File: src/rtl/muldiv_unit_if.sv
// Handshake bundle between the EX stage (master) and the iterative multiply/divide unit (slave).
interface muldiv_unit_if #(
  parameter int XLEN = 32
);
  logic            start_i;
  logic [2:0]      funct3_i;
  logic [XLEN-1:0] rs1_i;
  logic [XLEN-1:0] rs2_i;
  logic            flush_i;
  logic            busy_o;
  logic            done_o;
  logic [XLEN-1:0] result_o;

  modport master (
    output start_i, funct3_i, rs1_i, rs2_i, flush_i,
    input  busy_o, done_o, result_o
  );

  modport slave (
    input  start_i, funct3_i, rs1_i, rs2_i, flush_i,
    output busy_o, done_o, result_o
  );
endinterface

File: src/rtl/muldiv_unit.sv
// Iterative RV32M multiply/divide unit: one product/quotient bit per cycle on operand magnitudes,
// sign fix-up and divide special cases applied on the final edge; fixed XLEN+1 cycle latency.
module muldiv_unit #(
  parameter int XLEN = 32
) (
  input  logic         clk_i,
  input  logic         rst_i,
  muldiv_unit_if.slave bus
);
  localparam int CW = $clog2(XLEN);

  typedef enum logic [1:0] {IDLE, CALC, DONE} state_e;

  state_e            state_q, state_d;
  logic [CW-1:0]     cnt_q, cnt_d;
  logic [2:0]        op_q, op_d;
  logic              neg_q, neg_d;
  logic              div0_q, div0_d;
  logic              ovf_q, ovf_d;
  logic [XLEN-1:0]   rs1_q, rs1_d;
  logic [XLEN-1:0]   b_q, b_d;
  logic [2*XLEN-1:0] p_q, p_d;
  logic [XLEN-1:0]   result_q, result_d;
  logic              done_q, done_d;

  logic              accept, last;
  logic              a_signed, b_signed, a_neg, b_neg;
  logic [XLEN-1:0]   mag_a, mag_b;
  logic [XLEN:0]     mul_sum, div_shift, div_diff;
  logic [2*XLEN-1:0] p_step, prod_fix;
  logic [XLEN-1:0]   quo, rem, final_res;

  assign accept = (state_q == IDLE) && bus.start_i && !bus.flush_i;
  assign last   = (state_q == CALC) && (cnt_q == CW'(XLEN - 1));

  // Operand decode: signedness per funct3, then magnitudes fed to the unsigned datapath.
  always_comb begin
    a_signed = 1'b0;
    b_signed = 1'b0;
    case (bus.funct3_i)
      3'b001, 3'b100, 3'b110: begin a_signed = 1'b1; b_signed = 1'b1; end
      3'b010:                 a_signed = 1'b1;
      default:                ;
    endcase
    a_neg = a_signed & bus.rs1_i[XLEN-1];
    b_neg = b_signed & bus.rs2_i[XLEN-1];
    mag_a = a_neg ? -bus.rs1_i : bus.rs1_i;
    mag_b = b_neg ? -bus.rs2_i : bus.rs2_i;
  end

  // One iteration. p_q holds {acc, multiplier} for multiply and {remainder, quotient} for divide.
  always_comb begin
    mul_sum   = {1'b0, p_q[2*XLEN-1:XLEN]} + (p_q[0] ? {1'b0, b_q} : '0);
    div_shift = {p_q[2*XLEN-1:XLEN], p_q[XLEN-1]};
    div_diff  = div_shift - {1'b0, b_q};
    if (op_q[2]) begin
      if (!div_diff[XLEN]) p_step = {div_diff[XLEN-1:0],  p_q[XLEN-2:0], 1'b1};
      else                 p_step = {div_shift[XLEN-1:0], p_q[XLEN-2:0], 1'b0};
    end else begin
      p_step = {mul_sum, p_q[XLEN-1:1]};
    end

    prod_fix = neg_q ? -p_step : p_step;
    quo      = p_step[XLEN-1:0];
    rem      = p_step[2*XLEN-1:XLEN];
    case (op_q)
      3'b000:                 final_res = prod_fix[XLEN-1:0];
      3'b001, 3'b010, 3'b011: final_res = prod_fix[2*XLEN-1:XLEN];
      3'b100, 3'b101:         final_res = div0_q ? '1 : (ovf_q ? rs1_q : (neg_q ? -quo : quo));
      default:                final_res = div0_q ? rs1_q : (ovf_q ? '0 : (neg_q ? -rem : rem));
    endcase
  end

  // NOTE: every comb output gets a default first so no path leaves it unassigned (no latches).
  always_comb begin
    cnt_d    = cnt_q;
    op_d     = op_q;
    neg_d    = neg_q;
    div0_d   = div0_q;
    ovf_d    = ovf_q;
    rs1_d    = rs1_q;
    b_d      = b_q;
    p_d      = p_q;
    result_d = result_q;
    done_d   = 1'b0;
    if (accept) begin
      op_d   = bus.funct3_i;
      neg_d  = (bus.funct3_i == 3'b110) ? a_neg : (a_neg ^ b_neg);
      div0_d = bus.funct3_i[2] && (bus.rs2_i == '0);
      ovf_d  = (bus.funct3_i == 3'b100 || bus.funct3_i == 3'b110) &&
               (bus.rs1_i == {1'b1, {(XLEN-1){1'b0}}}) && (bus.rs2_i == '1);
      rs1_d  = bus.rs1_i;
      b_d    = bus.funct3_i[2] ? mag_b : mag_a;
      p_d    = {{XLEN{1'b0}}, (bus.funct3_i[2] ? mag_a : mag_b)};
      cnt_d  = '0;
    end else if (bus.flush_i) begin
      cnt_d = '0;
    end else if (state_q == CALC) begin
      p_d   = p_step;
      cnt_d = cnt_q + CW'(1);
      if (last) begin
        result_d = final_res;
        done_d   = 1'b1;
        cnt_d    = '0;
      end
    end
  end

  always_comb begin
    state_d = state_q;
    if (bus.flush_i) begin
      state_d = IDLE;
    end else begin
      case (state_q)
        IDLE:    if (bus.start_i) state_d = CALC;
        CALC:    if (last)        state_d = DONE;
        DONE:                     state_d = IDLE;
        default:                  state_d = IDLE;
      endcase
    end
  end

  always_comb begin
    bus.busy_o   = (state_q != IDLE);
    bus.done_o   = done_q;
    bus.result_o = result_q;
  end

  // NOTE: sequential state uses non-blocking assignments so every flop samples pre-edge values.
  always_ff @(posedge clk_i) begin
    if (rst_i) begin
      state_q  <= IDLE;
      cnt_q    <= '0;
      op_q     <= '0;
      neg_q    <= 1'b0;
      div0_q   <= 1'b0;
      ovf_q    <= 1'b0;
      rs1_q    <= '0;
      b_q      <= '0;
      p_q      <= '0;
      result_q <= '0;
      done_q   <= 1'b0;
    end else begin
      state_q  <= state_d;
      cnt_q    <= cnt_d;
      op_q     <= op_d;
      neg_q    <= neg_d;
      div0_q   <= div0_d;
      ovf_q    <= ovf_d;
      rs1_q    <= rs1_d;
      b_q      <= b_d;
      p_q      <= p_d;
      result_q <= result_d;
      done_q   <= done_d;
    end
  end
endmodule

File: src/flat_wrapper.sv
// flat-port wrapper written by rule: the top's interface ports become plain ports
module muldiv_unit_flat 
#(
  parameter int XLEN = 32
)
  (clk_i, rst_i, bus_start_i, bus_funct3_i, bus_rs1_i, bus_rs2_i, bus_flush_i, bus_busy_o, bus_done_o, bus_result_o);
  muldiv_unit_if #(.XLEN(XLEN)) bus_i ();
  input  logic clk_i;
  input  logic rst_i;
  input wire logic [$bits(bus_i.start_i)-1:0] bus_start_i;
  input wire logic [$bits(bus_i.funct3_i)-1:0] bus_funct3_i;
  input wire logic [$bits(bus_i.rs1_i)-1:0] bus_rs1_i;
  input wire logic [$bits(bus_i.rs2_i)-1:0] bus_rs2_i;
  input wire logic [$bits(bus_i.flush_i)-1:0] bus_flush_i;
  output wire logic [$bits(bus_i.busy_o)-1:0] bus_busy_o;
  output wire logic [$bits(bus_i.done_o)-1:0] bus_done_o;
  output wire logic [$bits(bus_i.result_o)-1:0] bus_result_o;
  assign bus_i.start_i = bus_start_i;
  assign bus_i.funct3_i = bus_funct3_i;
  assign bus_i.rs1_i = bus_rs1_i;
  assign bus_i.rs2_i = bus_rs2_i;
  assign bus_i.flush_i = bus_flush_i;
  assign bus_busy_o = bus_i.busy_o;
  assign bus_done_o = bus_i.done_o;
  assign bus_result_o = bus_i.result_o;
  muldiv_unit #(.XLEN(XLEN)) u_core (.clk_i(clk_i), .rst_i(rst_i), .bus(bus_i));
endmodule
File: config.mk
export PLATFORM = sky130hd
export DESIGN_NAME = muldiv_unit_flat
export DESIGN_NICKNAME = d
export VERILOG_FILES = /design/src/rtl/muldiv_unit_if.sv /design/src/rtl/muldiv_unit.sv /design/src/flat_wrapper.sv
export SDC_FILE = /design/constraint.sdc
export NUM_CORES = 1
export LEC_CHECK = 0
export CAP_MARGIN = 15
export CORE_MARGIN = 5
export CORE_UTILIZATION = 60
export DETAILED_ROUTE_END_ITERATION = 12
export PLACE_DENSITY = 0.77
export SYNTH_ARGS = -nofsm -noshare
export SYNTH_HDL_FRONTEND = slang
export SYNTH_SLANG_ARGS = --single-unit
File: constraint.sdc
create_clock -name clk_i -period 9.5 [get_ports clk_i]
set_input_delay 1.9 -clock clk_i [delete_from_list [all_inputs] [get_ports clk_i]]
set_output_delay 1.9 -clock clk_i [all_outputs]
set_load 0.005 [all_outputs]
==> summary.log, run 1 <==
[outcome] run status complete, no violations
[placement] detailed placer's ending HPWL 54600 um
[global_routing] initial antenna violation count 2
[routing] Avg WL per Cell 24.9 um
[power] maximum resistive drop on vdd 0.101 mV
[timing] Final Skew 0.0157 ns
[final_layout] area delta synth->final 9.93%
[yosys] Yosys top cell area share 20.0%
[timing] remaining max-slew budget at the tightest pin 14.5%
[timing] total of endpoints with negative setup slack in the final report 0
[timing] Worst Setup Slack, final 3.16 ns
[yosys] flop and latch count out of synthesis 174
[yosys] FFs w/ async S/R, synth 0%
[cts] setup bufs post-CTS 0
[power] leakage power figure 7.01 nW
[placement] Placer Congestion 1.13
[yosys] number of different library cells in the post-synthesis netlist 99
[routing] post-detailed-route via-to-cell ratio 6.88
[placement] count of buffers from port buffering 104
[cts] number of buffers added to fix hold violations after cts 0
[yosys] ranking of synthesized cells by instance count sky130_fd_sc_hd__nand2_1 (417), sky130_fd_sc_hd__a21oi_1 (276), sky130_fd_sc_hd__nor2_1 (210), sky130_fd_sc_hd__dfxtp_1 (174), sky130_fd_sc_hd__clkbuf_1 (128)
[critical_path] critical path peak fanout 31
[yosys] count of flip-flops with a built-in enable after synthesis 0
[cts] clock-pin slew of the registers on the worst-case setup and hold paths 0.08 ns
[yosys] Yosys top cell by area sky130_fd_sc_hd__dfxtp_1
[yosys] post-synthesis instance total 2490
[floorplan] die area 0.0325 mm^2
[global_routing] GR Util All Layers 41.9%
[critical_path] category of the worst setup path capture point register
[routing] DRT antenna net count 0
[timing] period utilisation layout 66.7%
[routing] total via count in the routed design 19800
[final_layout] share of post-route cells with drive strength above 1 5.62%
[timing] Worst Max-Slew Pin Slew 1.25 ns
[routing] drt pass-1 iters 7
[cts] number of buffers created by CTS 17
[timing] total count of max-transition violations in the final report 0
[flow_run] max cap viols 0
[floorplan] starting density of the core 60.7%
[yosys] primary flip-flop cell chosen by synthesis mapping sky130_fd_sc_hd__dfxtp_1
[routing] total length of routed wires 71500 um
[routing] number of DRC violations after detailed routing 0
[critical_path] CP Data Required Time 9.88 ns
[floorplan] die boundary width 180 um
[cts] buffers from clock root to sink, at most 2
[worst_hold_path] Tightest Hold Check Type register to register
[yosys] most common cell in the netlist sky130_fd_sc_hd__nand2_1
[timing] final-layout worst hold slack 0.455 ns
[critical_path] worst path arrival time 6.72 ns
[critical_path] classification of the worst setup path register to register
[floorplan] number of top-level design ports 105
[timing] hold violation count in the final report 0
[final_layout] post-route standard cell area excluding fillers 0.0191 mm^2
[yosys] average footprint of a synthesized cell 6.98 um^2
[cts] post-CTS sizing 0
[global_routing] largest net degree at the start of global routing 99
[global_routing] overflow left after global routing 0
[yosys] Syn Std Cell Area 0.0174 mm^2
[floorplan] die span in y 180 um
[cts] Sinks on Clock Net 174
[global_routing] wire length of the first global-routing pass 108000 um
[timing] post-route minimum period 6.34 ns
[yosys] warning count from the yosys run 0
[timing] upper clock frequency limit 158 MHz
[final_layout] # nets final 2620
[yosys] dominant cells by area after synthesis sky130_fd_sc_hd__dfxtp_1 (20%), sky130_fd_sc_hd__nand2_1 (9.0%), sky130_fd_sc_hd__a21oi_1 (7.9%)
[critical_path] Startpoint Class register
[cts] insertion delay of the later-clocked pin in the worst-skew pair 0.47 ns
[timing] setup total negative slack 0 ns
[global_routing] via count of the first global-routing pass 17900
[cts] TritonCTS clock tree built
[power] ratio of total power to cell area 124 mW/mm^2
[routing] count of routing violations after the opening detailed-route iteration 2851
[yosys] synthesized netlist net count 2633
[floorplan] core area 0.0286 mm^2
[timing] RSZ-0062 raised after global routing no
[floorplan] number of core rows 62
[yosys] proportion of synthesized chip area in sequential cells 20.0%
[placement] placement-stage cell area 0.0185 mm^2
[cts] number of levels the H-tree was split into 4
[final_layout] antenna diode count 0
[cts] master cell of the clock root buffer sky130_fd_sc_hd__clkbuf_16
[placement] post-place setup slack 3.46 ns
## final cells by class
| class | instances | area, um^2 |
|---|---|---|
| Multi-Input combinational cell | 2073 | 13000 |
| Fill cell | 2498 | 9520 |
| Sequential cell | 174 | 3490 |
| Timing Repair Buffer | 134 | 1280 |
| Tap cell | 384 | 480 |
| Clock buffer | 17 | 425 |
| Inverter | 77 | 289 |
| Clock inverter | 15 | 180 |
## flip-flops by register name, indices dropped and copies added, names as in the netlist
register / cells
u_core.rs1_q: 32
u_core.b_q: 32
u_core.p_q: 64
u_core.bus.result_o: 32
u_core.cnt_q: 5
u_core.bus.done_o: 1
u_core.neg_q: 1
u_core.div0_q: 1
u_core.state_q: 2
u_core.ovf_q: 1
u_core.op_q: 3
## stage by stage
stage | util (%) | cells | total power, mW
floorplan | - | 2490 | 1.35
global placement | 64.5 | 2841 | 1.60
detailed placement | 64.5 | 2841 | 1.61
CTS | 66.6 | 2873 | 2.34
global route | 66.7 | 2874 | 2.46
finish | 66.7 | 2874 | 2.38
## per-layer routing
layer	up-vias	track usage, %	routed length, um
met5	-	0	13
met4	2	22.9	4960
met3	250	10.5	9790
met2	1378	60.6	28800
met1	9211	57.2	27900
li1	8924	-	-
## final timing paths
check / from / endpoint / slack, ns / cells after the start
hold / removal: u_core.bus.result_o[3] / u_core.bus.result_o[3] / 0.46 / 2
setup / recovery: u_core.b_q[19] / u_core.bus.result_o[28] / 3.16 / 19
setup reg to reg: u_core.b_q[19] / u_core.bus.result_o[28] / 3.16 / 19
hold reg to reg: u_core.bus.result_o[3] / u_core.bus.result_o[3] / 0.46 / 2
## where the power goes
group	leakage [nW]	internal, mW	switching, mW	total (mW)
sequential	1.42	0.756	0.0483	0.804
combinational	5.30	0.291	0.539	0.830
clock	0.291	0.359	0.385	0.744
## worst max-delay path, cell delays in order (launching register included)
cell and delay (ns):
sky130_fd_sc_hd__dfxtp_1 0.43, sky130_fd_sc_hd__inv_1 0.07, sky130_fd_sc_hd__ha_1 0.36, sky130_fd_sc_hd__a21oi_1 0.29, sky130_fd_sc_hd__o211ai_1 0.14, sky130_fd_sc_hd__o211ai_1 0.20
sky130_fd_sc_hd__o221ai_1 0.34, sky130_fd_sc_hd__a21oi_4 0.64, sky130_fd_sc_hd__xnor2_4 0.17, sky130_fd_sc_hd__buf_4 0.41, sky130_fd_sc_hd__nand2_1 0.11, sky130_fd_sc_hd__a31oi_1 0.71
sky130_fd_sc_hd__ha_1 0.33, sky130_fd_sc_hd__nand3_2 0.18, sky130_fd_sc_hd__or4b_4 0.65, sky130_fd_sc_hd__nor3_1 0.49, sky130_fd_sc_hd__a31oi_1 0.20, sky130_fd_sc_hd__xor2_1 0.16
sky130_fd_sc_hd__a21oi_1 0.09, sky130_fd_sc_hd__nor4_1 0.26
## logic make-up (layout without fill, tap and decap cells)
kind of cell | Yosys count | count (layout) | synth area share [%]
simple gates | 961 | 961 | 25.5
buf+inv | 243 | 243 | 5.52
mux | 68 | 68 | 4.13
fa+ha+maj | 72 | 72 | 5.27
compound gates | 773 | 773 | 29.3
flops | 174 | 174 | 20.0
xor+xnor | 199 | 199 | 10.2
## cell usage in the layout, fill, tap and decap left out, types with 7 or more instances in the layout
master,instances
sky130_fd_sc_hd__or2_2,14
sky130_fd_sc_hd__o21bai_1,11
sky130_fd_sc_hd__o41ai_1,13
sky130_fd_sc_hd__clkbuf_16,17
sky130_fd_sc_hd__a211oi_1,26
sky130_fd_sc_hd__dfxtp_1,172
sky130_fd_sc_hd__nand2b_1,24
sky130_fd_sc_hd__o31ai_1,19
sky130_fd_sc_hd__inv_1,74
sky130_fd_sc_hd__a21o_1,20
sky130_fd_sc_hd__a211o_1,8
sky130_fd_sc_hd__clkdlybuf4s50_1,102
sky130_fd_sc_hd__nand4_1,24
sky130_fd_sc_hd__a31oi_1,29
sky130_fd_sc_hd__mux2i_1,56
sky130_fd_sc_hd__nand3_1,37
sky130_fd_sc_hd__nor3_1,66
sky130_fd_sc_hd__nor4_1,22
sky130_fd_sc_hd__a21oi_1,276
sky130_fd_sc_hd__nor2b_1,18
sky130_fd_sc_hd__o21a_1,10
sky130_fd_sc_hd__buf_4,30
sky130_fd_sc_hd__ha_1,70
sky130_fd_sc_hd__or3_1,21
sky130_fd_sc_hd__a221oi_1,34
sky130_fd_sc_hd__o211ai_1,99
sky130_fd_sc_hd__a22oi_1,8
sky130_fd_sc_hd__nand2_1,417
sky130_fd_sc_hd__o21ai_0,118
sky130_fd_sc_hd__xor2_1,85
sky130_fd_sc_hd__a31o_2,11
sky130_fd_sc_hd__and3_1,14
sky130_fd_sc_hd__and2_1,46
sky130_fd_sc_hd__nand3b_1,9
sky130_fd_sc_hd__xnor2_1,112
sky130_fd_sc_hd__nor2_1,207
sky130_fd_sc_hd__or4_1,7
No activity file was read; power rests on OpenSTA's default activity.
==> run 2, diff against run 1 <==
- clock period: 9.5 -> 6.62 ns (I/O delays scaled with it)
==> summary.log, run 2 (synthesis gave the netlist of run 1 again) <==
[cts] number of levels the H-tree was split into 4 [unchanged]
[cts] number of buffers created by CTS 17 [unchanged]
[power] maximum resistive drop on vdd 0.197 mV [was 0.101 mV]
[routing] count of routing violations after the opening detailed-route iteration 2918 [was 2851]
[routing] DRT antenna net count 0 [unchanged]
[global_routing] GR Util All Layers 42.7% [was 41.9%]
[critical_path] CP Data Required Time 7.00 ns [was 9.88 ns]
[routing] post-detailed-route via-to-cell ratio 6.94 [was 6.88]
[floorplan] number of core rows 62 [unchanged]
[floorplan] die span in y 180 um [unchanged]
[timing] final-layout worst hold slack 0.450 ns [was 0.455 ns]
[placement] placement-stage cell area 0.0185 mm^2 [about the same]
[cts] setup bufs post-CTS 0 [unchanged]
[final_layout] area of the multi-input gates 0.0130 mm^2 [about the same]
[global_routing] wire length of the first global-routing pass 109000 um [was 108000 um]
[timing] remaining max-slew budget at the tightest pin 25.2% [was 14.5%]
[routing] total via count in the routed design 20000 [was 19800]
[timing] Worst Max-Slew Pin Slew 1.12 ns [was 1.25 ns]
[timing] RSZ-0062 raised after global routing no [unchanged]
[final_layout] most flop-heavy register u_core.p_q [unchanged]
[floorplan] die area 0.0325 mm^2 [unchanged]
[floorplan] core area 0.0286 mm^2 [unchanged]
[final_layout] post-route standard cell area excluding fillers 0.0191 mm^2 [about the same]
[final_layout] number of flip-flops under the largest register name 64 [unchanged]
[critical_path] delay of the slowest cell on the worst path 0.93 ns [was 0.71 ns]
[cts] Sinks on Clock Net 174 [unchanged]
[outcome] run status complete, no violations [unchanged]
[routing] number of DRC violations after detailed routing 0 [unchanged]
[final_layout] fillers 2452 [was 2498]
[timing] total count of max-transition violations in the final report 0 [unchanged]
[final_layout] share of post-route cells with drive strength above 1 5.54% [was 5.62%]
[cts] post-CTS sizing 0 [unchanged]
[timing] Final Skew 0.0197 ns [was 0.0157 ns]
[floorplan] number of top-level design ports 105 [unchanged]
[critical_path] Startpoint Class register [unchanged]
[timing] hold violation count in the final report 0 [unchanged]
[cts] master cell of the clock root buffer sky130_fd_sc_hd__clkbuf_16 [unchanged]
[critical_path] cell family with the largest share of critical-path delay compound AO/OA/AOI/OAI gates [unchanged]
[timing] upper clock frequency limit 164 MHz [was 158 MHz]
[final_layout] most frequent cells in the layout sky130_fd_sc_hd__nand2_1 (417), sky130_fd_sc_hd__a21oi_1 (276), sky130_fd_sc_hd__nor2_1 (207) [unchanged]
[critical_path] CP dominant cell by count sky130_fd_sc_hd__and2_1
[power] leakage power figure 6.99 nW [was 7.01 nW]
[critical_path] worst path arrival time 6.48 ns [was 6.72 ns]
[routing] Avg WL per Cell 25.3 um [was 24.9 um]
[routing] drt pass-1 iters 6 [was 7]
[timing] setup total negative slack 0 ns [unchanged]
[placement] count of buffers from port buffering 104 [unchanged]
[cts] insertion delay of the later-clocked pin in the worst-skew pair 0.48 ns [was 0.47 ns]
[placement] Placer Congestion 1.13 [about the same]
[final_layout] Seq. cell area 0.00349 mm^2 [unchanged]
[final_layout] leading cell type in the layout, fill and taps excluded sky130_fd_sc_hd__nand2_1 [unchanged]
[timing] post-route minimum period 6.10 ns [was 6.34 ns]
[critical_path] combined buffer and inverter count along the critical path 1 [was 2]
[floorplan] die boundary width 180 um [unchanged]
[final_layout] area delta synth->final 9.79% [was 9.93%]
[flow_run] max cap viols 0 [unchanged]
[power] total chip power 3.44 mW [was 2.38 mW]
[worst_hold_path] Tightest Hold Check Type register to register [unchanged]
[cts] buffers from clock root to sink, at most 2 [unchanged]
[final_layout] # nets final 2619 [was 2620]
[floorplan] starting density of the core 60.7% [unchanged]
[power] ratio of total power to cell area 180 mW/mm^2 [was 124 mW/mm^2]
[critical_path] category of the worst setup path capture point register [unchanged]
[cts] clock-pin slew of the registers on the worst-case setup and hold paths 0.08 ns [about the same]
[global_routing] largest net degree at the start of global routing 97 [was 99]
[routing] total length of routed wires 72700 um [was 71500 um]
[global_routing] initial antenna violation count 2 [unchanged]
[global_routing] overflow left after global routing 0 [unchanged]
[critical_path] ordered list of cells on the worst path and2_1 > ha_1 > inv_1 > fa_1 > nand2b_1 > a21oi_1 > o21ai_0 > and2_1 > o41a_1 > xnor2_1 > nor2_1 > a31oi_1 > or4b_1 > or3_1 > o21ai_1 > xor2_1 > a221oi_1 > a2111oi_2 [was inv_1 > ha_1 > a21oi_1 > o211ai_1 > o211ai_1 > o221ai_1 > a21oi_4 > xnor2_4 > buf_4 > nand2_1 > a31oi_1 > ha_1 > nand3_2 > or4b_4 > nor3_1 > a31oi_1 > xor2_1 > a21oi_1 > nor4_1]
[placement] detailed placer's ending HPWL 55700 um [was 54600 um]
[critical_path] library cell contributing the largest single delay on the critical path sky130_fd_sc_hd__dfxtp_1 [was sky130_fd_sc_hd__a31oi_1]
[cts] number of buffers added to fix hold violations after cts 0 [unchanged]
[global_routing] via count of the first global-routing pass 18300 [was 17900]
[critical_path] critical path peak fanout 34 [was 31]
[cts] TritonCTS clock tree built [unchanged]
[timing] period utilisation layout 92.2% [was 66.7%]
[critical_path] classification of the worst setup path register to register [unchanged]
[timing] total of endpoints with negative setup slack in the final report 0 [unchanged]
## run 2: stage by stage
step           std cells  setup WS (ns)  utilization (%)
2_1_floorplan       2490           1.60                -
3_3_place_gp        2841          0.819             64.5
3_5_place_dp        2841          0.713             64.5
4_1_cts             2873          0.678             66.6
5_1_grt             2873          0.181             66.6
6_report            2875          0.519             66.6
## run 2: metal layers
layer	vias up	global-route usage [%]	part of all wire, %
li1	8938	-	-
met4	2	26.8	8.1
met3	328	11.8	13
met1	9288	54.0	37
met5	-	0	0.070
met2	1399	64.2	42
## run 2: worst register-to-register path: stages (launching register included)
cell and delay [ns]:
sky130_fd_sc_hd__dfxtp_1 0.93, sky130_fd_sc_hd__and2_1 0.23, sky130_fd_sc_hd__ha_1 0.19, sky130_fd_sc_hd__inv_1 0.07
sky130_fd_sc_hd__fa_1 0.40, sky130_fd_sc_hd__nand2b_1 0.18, sky130_fd_sc_hd__a21oi_1 0.55, sky130_fd_sc_hd__o21ai_0 0.31
sky130_fd_sc_hd__and2_1 0.23, sky130_fd_sc_hd__o41a_1 0.42, sky130_fd_sc_hd__xnor2_1 0.13, sky130_fd_sc_hd__nor2_1 0.09
sky130_fd_sc_hd__a31oi_1 0.15, sky130_fd_sc_hd__or4b_1 0.83, sky130_fd_sc_hd__or3_1 0.48, sky130_fd_sc_hd__o21ai_1 0.21
sky130_fd_sc_hd__xor2_1 0.18, sky130_fd_sc_hd__a221oi_1 0.11, sky130_fd_sc_hd__a2111oi_2 0.32
## run 2: power by group
| group | leakage, nW | internal [mW] | switching [mW] |
|---|---|---|---|
| Combinational | 5.28 | 0.416 | 0.796 |
| Clock | 0.297 | 0.521 | 0.544 |
| Sequential | 1.42 | 1.08 | 0.0776 |
| Total | 6.99 | 2.02 | 1.42 |
## run 2: final timing paths
| path | startpoint | end | slack [ns] | depth (start not counted) |
|---|---|---|---|---|
| worst max register to register | u_core.p_q[0] | u_core.bus.result_o[30] | 0.52 | 18 |
| worst max-delay path | u_core.p_q[0] | u_core.bus.result_o[30] | 0.52 | 18 |
| worst min register to register | u_core.state_q[1] | u_core.state_q[0] | 0.45 | 1 |
| worst min-delay path | u_core.state_q[1] | u_core.state_q[0] | 0.45 | 1 |
## run 2: layout make-up
class | count | area share [%]
Antenna cell | 2 | 0.0262
Inverter | 77 | 1.52
Sequential cell | 174 | 18.3
Multi-Input combinational cell | 2073 | 67.9
Tap cell | 384 | 2.52
Clock buffer | 18 | 2.30
Timing Repair Buffer | 133 | 6.56
Clock inverter | 14 | 0.892
